**config.mk**
```make
export PLATFORM = sky130hd
export DESIGN_NAME = addr_exc_pipe
export DESIGN_NICKNAME = d
export VERILOG_FILES = /design/src/rtl/exc_pkg.sv /design/src/rtl/addr_range_chk.sv /design/src/rtl/addr_exc_pipe.sv
export SDC_FILE = /design/constraint.sdc
export NUM_CORES = 1
export LEC_CHECK = 0
export CORE_ASPECT_RATIO = 0.8
export CORE_MARGIN = 4
export CORE_UTILIZATION = 43
export CTS_CLUSTER_DIAMETER = 30
export DETAILED_ROUTE_END_ITERATION = 16
export GPL_TIMING_DRIVEN = 0
export PLACE_DENSITY_LB_ADDON = 0.12
export SLEW_MARGIN = 20
export SYNTH_ARGS = -nofsm -noshare
export SYNTH_HDL_FRONTEND = slang
export SYNTH_HIERARCHICAL = 1
export SYNTH_SLANG_ARGS = --single-unit
```
**constraint.sdc**
```tcl
create_clock -name clk -period 10.1 [get_ports clk]
set_input_delay 1.515 -clock clk [delete_from_list [all_inputs] [get_ports clk]]
set_output_delay 1.515 -clock clk [all_outputs]
set_load 0.02 [all_outputs]
```
**src/rtl/exc_pkg.sv**
```systemverilog
// Shared exception codes and access-size encodings for the address-exception pipeline.
package exc_pkg;

  localparam logic [4:0] EXC_NONE = 5'd0;
  localparam logic [4:0] EXC_ADEL = 5'd4;
  localparam logic [4:0] EXC_ADES = 5'd5;

  typedef enum logic [1:0] {
    SZ_B = 2'd0,
    SZ_H = 2'd1,
    SZ_W = 2'd2
  } size_e;

endpackage

```
**src/rtl/addr_range_chk.sv**
```systemverilog
// Alignment and inclusive window check for one access of 1, 2 or 4 bytes.
module addr_range_chk
  import exc_pkg::*;
(
  input  logic [31:0] addr,
  input  logic [1:0]  size,
  input  logic [31:0] lo,
  input  logic [31:0] hi,
  output logic        err
);

  logic [32:0] last;
  logic        misaligned;

  // Last byte is formed in 33 bits so an access running past the top of memory is caught.
  always_comb begin
    last       = {1'b0, addr};
    misaligned = 1'b0;
    case (size)
      SZ_B: begin
        last       = {1'b0, addr};
        misaligned = 1'b0;
      end
      SZ_H: begin
        last       = {1'b0, addr} + 33'd1;
        misaligned = addr[0];
      end
      default: begin
        last       = {1'b0, addr} + 33'd3;
        misaligned = (addr[1:0] != 2'b00);
      end
    endcase
  end

  assign err = misaligned | (addr < lo) | (last > {1'b0, hi});

endmodule

```
**src/rtl/addr_exc_pipe.sv**
```systemverilog
// D/E/M address-exception tracker; define ADDR_EXC_CNT_EN to add the saturating exc_cnt output.
module addr_exc_pipe
  import exc_pkg::*;
#(
  parameter logic [31:0] PC_LO = 32'h0000_3000,
  parameter logic [31:0] PC_HI = 32'h0000_4FFF,
  parameter logic [31:0] DM_LO = 32'h0000_0000,
  parameter logic [31:0] DM_HI = 32'h0000_2FFF
) (
  input  logic        clk,
  input  logic        reset,
  input  logic [31:0] pc_F,
  input  logic        pc_valid_F,
  input  logic        stall_D,
  input  logic        flush,
  input  logic [31:0] mem_addr_E,
  input  logic        mem_rd_E,
  input  logic        mem_wr_E,
  input  logic [1:0]  mem_size_E,
  output logic        exc_valid_M,
  output logic [4:0]  exc_code_M,
  output logic [31:0] exc_pc_M
`ifdef ADDR_EXC_CNT_EN
  ,
  output logic [15:0] exc_cnt
`endif
);

  logic        fetch_err;
  logic        data_err;
  logic [4:0]  fetch_code;
  logic [4:0]  data_code;
  logic [4:0]  code_m_next;

  logic        valid_d, valid_e, valid_m;
  logic [31:0] pc_d, pc_e, pc_m;
  logic [4:0]  code_d, code_e, code_m;

  addr_range_chk u_fetch_chk (
    .addr (pc_F),
    .size (SZ_W),
    .lo   (PC_LO),
    .hi   (PC_HI),
    .err  (fetch_err)
  );

  addr_range_chk u_data_chk (
    .addr (mem_addr_E),
    .size (mem_size_E),
    .lo   (DM_LO),
    .hi   (DM_HI),
    .err  (data_err)
  );

  assign fetch_code = fetch_err ? EXC_ADEL : EXC_NONE;

  // A store takes priority when both strobes are high.
  always_comb begin
    data_code = EXC_NONE;
    if (mem_wr_E && data_err)
      data_code = EXC_ADES;
    else if (!mem_wr_E && mem_rd_E && data_err)
      data_code = EXC_ADEL;
  end

  assign code_m_next = (code_e != EXC_NONE) ? code_e : data_code;

  // NOTE: reset is synchronous, so it lives inside the clocked block and overrides flush and stall.
  always_ff @(posedge clk) begin
    if (reset) begin
      valid_d <= 1'b0;
      pc_d    <= '0;
      code_d  <= EXC_NONE;
      valid_e <= 1'b0;
      pc_e    <= '0;
      code_e  <= EXC_NONE;
      valid_m <= 1'b0;
      pc_m    <= '0;
      code_m  <= EXC_NONE;
    end else begin
      // NOTE: non-blocking assignments let each stage read the previous stage's old value.
      if (flush) begin
        valid_d <= 1'b0;
      end else if (!stall_D) begin
        valid_d <= pc_valid_F;
        pc_d    <= pc_F;
        code_d  <= fetch_code;
      end

      valid_e <= valid_d && !stall_D && !flush;
      pc_e    <= pc_d;
      code_e  <= code_d;

      valid_m <= valid_e && !flush;
      pc_m    <= pc_e;
      code_m  <= code_m_next;
    end
  end

  assign exc_valid_M = valid_m && (code_m != EXC_NONE);
  assign exc_code_M  = exc_valid_M ? code_m : EXC_NONE;
  assign exc_pc_M    = pc_m;

`ifdef ADDR_EXC_CNT_EN
  logic m_load_exc;

  assign m_load_exc = valid_e && !flush && (code_m_next != EXC_NONE);

  always_ff @(posedge clk) begin
    if (reset)
      exc_cnt <= '0;
    else if (m_load_exc && exc_cnt != 16'hFFFF)
      exc_cnt <= exc_cnt + 16'd1;
  end
`endif

endmodule

```
==> results list <==
- Overall die width: 158 um
- Number of cells on the worst hold path: 1
- Detailed-route via count: 6198
- The floorplan has 43 rows.
- Sinks on the clock net: 103
- Worst Reg-to-Reg Cells: 2
* Total power per unit cell area: ~100 nW/um^2
- Average vias per placed instance: 4.48
- Synthesized flop and latch total: slightly above 100
- Die Y-Extent: 128 um
- The analysis attributes to cell leakage a power of around 0.0045 uW.
- At the end of routability-driven placement, the weighted congestion stood at 0.822.
* Reg2reg end: pc_d[29]
* Combinational family with the most area after synthesis: simple AND/OR/NAND/NOR gates
- The startpoint identified for the worst register-to-register timing path is pc_d[29].
* Hold worst-path end: code_m[0]
- In the final timing run, aggregate negative setup slack is 0 ps.
- Clk Tree Root Cell: clkbuf_16
- Total routed wirelength: 16.5 mm
* Post-route fraction of the period consumed by the critical path: 0.586
- The worst setup path is launched from an input pin.
* Port Buf Inserts: between 100 and 150
- Cell type with the largest total area after synthesis: dfxtp_1
* Combined area of the multi-input logic cells: 5590 sq um
* Largest cells by area after synthesis: dfxtp_1 27%, ha_1 21%, nor2b_1 8.0%, inv_1 6.4%, mux2_2 4.8%
- Worst vdd rail ir drop: between 0.00007 and 0.00008 V
- The first global-routing pass estimated approximately 27 mm of wire.
* Starting Density: 0.443
* Endpoint type of the worst setup path: flop
- At the pin with the least slew margin, the transition time is around 600 ps.
- On the final layout, the worst clock skew is 4.21 ps.
* Gr ovfl total: 0
- Number of global-route vias before repair: 5561
- Antenna violations before repair: 0
- Setup violations remaining at the end of the flow were counted as 0.
* Simple-gate share of the synthesized area: 0.217
* Synth warnings: 6
- Tmin final: 5920 ps
- Number of nets still failing antenna checks after routing: 0
- Boundary pin count: 111
* Crit path arrival time: 6140 ps
- The portion of synthesized area spent on multiplexers is 0.0517.
* Clock Pin Slew Worst Setup and Hold Paths: 60 ps
- In this run, the number of DRC markers left after iteration 0 of detailed routing was 243.
- The H-tree was split into 3 levels.
- Status: finished, final reports clean
- Of the total synthesized cell area, the portion taken by full adders, half adders and majority gates is 0.211.
- After detailed routing, the number of remaining DRC violations is 0.
* Rel. slew slack: 0.584
- Worst setup path class: input pin to flop
- Critical-path maximum fanout: 6
- Sequential cell area in the final layout: 2060 sq um
- Setup repair after global routing left no endpoint under its margin.
- Area delta synth->final: 27.9%
- Overall power after layout: between 1000 and 1500 uW
* Average cell area after synthesis: roughly 8.6 sq um
* First drt pass iteration count: 5
* Number of CTS-inserted buffers: 9
- The later pin in the worst-skew pair is clocked with a latency of 330 ps.
* Fmax: around 0.17 GHz
* Layout cell share with drive strength beyond 1: 0.0769
* WL per Instance: 11.9 um
- Among all cell types in the netlist, the one instantiated most often is inv_1.
- Nets@finish: 1355
- The core region is about 18000 sq um.
* Proportion of netlist area held by the largest area contributor: 0.266
- For the worst setup path, the data required time is 10320 ps.
- Most frequent cells after synthesis: 132 x inv_1, 128 x ha_1, 103 x dfxtp_1
* Overall die area: between 20000 and 25000 sq um
* Most instantiated flip-flop cell in the synthesis netlist: dfxtp_1
- The repair_antennas step left the layout with diodes totalling 0.
* Placed wire-length estimate: around 14 mm
- The cell count after synthesis came out at 899.
- Largest net degree at the start of global routing: 17
* Number of hold violations in the final report: 0
* XOR/XNOR share of the synthesized area: 0.0700
- The min-delay analysis places its worst path in the category flop to flop.
- The compound-cell area share of the yosys netlist was 0.103.
- Register-to-Register Setup Slack: 9290 ps
* Cell area after synthesis: 7760 sq um
- The tool flagged a number of max-cap violations equal to 0.
- The number of max-slew violations in the final report is 0.
- In this run the post-CTS setup repair buffer count came out at 0.
- The synthesized netlist contains 64 unique library cells.
- The startpoint identified for the worst hold timing path is code_e[2].
- PostCTS Resize Cnt: 0
* Proportion of synthesized chip area in sequential cells: 0.266
- Fill cells in the final layout number approximately 1600.
* Async S/R FF share, synth: 0
- Across every metal layer, demand over resource in global routing totals 0.164.
* Clk buf depth: 2
* Hold buffer count at cts: 0
* CTS tree: done
* Number of flops mapped to enable cells by yosys: 0
-- worst max-delay path, stage by stage --
cell and delay [ps]:
clkdlybuf4s50_1 530, nand2b_1 150, inv_1 50, fa_1 480, nor4_4 540, nand2_2 140
nor4_4 480, xor2_1 140, ha_1 320, nand4_1 160, nor4_1 520, nand2_1 140
or4_1 420, o211ai_1 150, o2111ai_1 210, o21ai_0 120, a21oi_1 80
-- layout make-up --
type	instances	share of cell area
clock buffers	11	0.0255
clock inverters	5	0.00567
plain buffers	18	0.0129
well taps	225	0.0284
repair buffers	106	0.107
inverters	132	0.0499
flip-flops and latches	103	0.208
multi-input cells	782	0.563
-- metrics by stage --
step                      setup WS (ps)  area, sq um  std cells  hold WS, ps   util
after CTS                          4200         9920       1382          432  0.566
after detailed placement           3860         9620       1366          423  0.548
after global placement             3840         9620       1366          411  0.548
final                              4180         9920       1382          426  0.566
after floorplan                    5310         8270       1035          397      -
after global routing               3830         9920       1382          432  0.566
-- layer usage --
layer,track usage,share of wire
met3,0.0175,0.044
met1,0.275,0.58
met2,0.225,0.37
met4,0.0256,0.0057
met5,0,0
-- power breakdown --
group	leakage, uW	switching, uW	internal (uW)
logic	0.00354	130	116
registers	0.000838	2.70	420
clock network	0.000152	140	205
-- logic make-up after synthesis --
| logic type | Yosys count |
|---|---|
| AOI/OAI and AO/OA | 124 |
| xor gates and xnor gates | 62 |
| adders and majority gates | 130 |
| buffers and inverters | 150 |
| DFF | 103 |
| muxes | 36 |
| other | 2 |
| and+or+nand+nor | 292 |
-- registers in the layout, indices dropped and copies added, names as in the netlist --
name and flops:
code_d 1, pc_e 32, valid_e 1, code_e 1, valid_m 1, pc_d 32
valid_d 1, exc_pc_M 32, code_m 2
-- worst max path at each step --
| stage | startpoint | endpoint | slack [ps] | cells past startpoint |
|---|---|---|---|---|
| after detailed placement | mem_size_E[1] | code_m[2] | 3860 | 17 |
| final | mem_size_E[1] | code_m[2] | 4180 | 17 |
| after global routing | mem_size_E[1] | code_m[2] | 3830 | 17 |
| after CTS | mem_size_E[1] | code_m[2] | 4200 | 17 |
| after global placement | mem_size_E[1] | code_m[2] | 3840 | 17 |
| after floorplan | mem_size_E[1] | code_m[2] | 5310 | 16 |
-- placed cells by master, fill, tap and decap left out, types with 27 or more instances in the layout --
| cell | instances |
|---|---|
| a21oi_1 | 45 |
| nor2_1 | 35 |
| dfxtp_1 | 103 |
| nor2b_1 | 99 |
| xor2_1 | 28 |
| conb_1 | 138 |
| inv_1 | 132 |
| nand4_1 | 27 |
| clkdlybuf4s50_1 | 106 |
| ha_1 | 128 |
| nand2_1 | 48 |
| mux2_2 | 33 |
| xnor2_1 | 34 |
(Power assumes the default switching activity.)
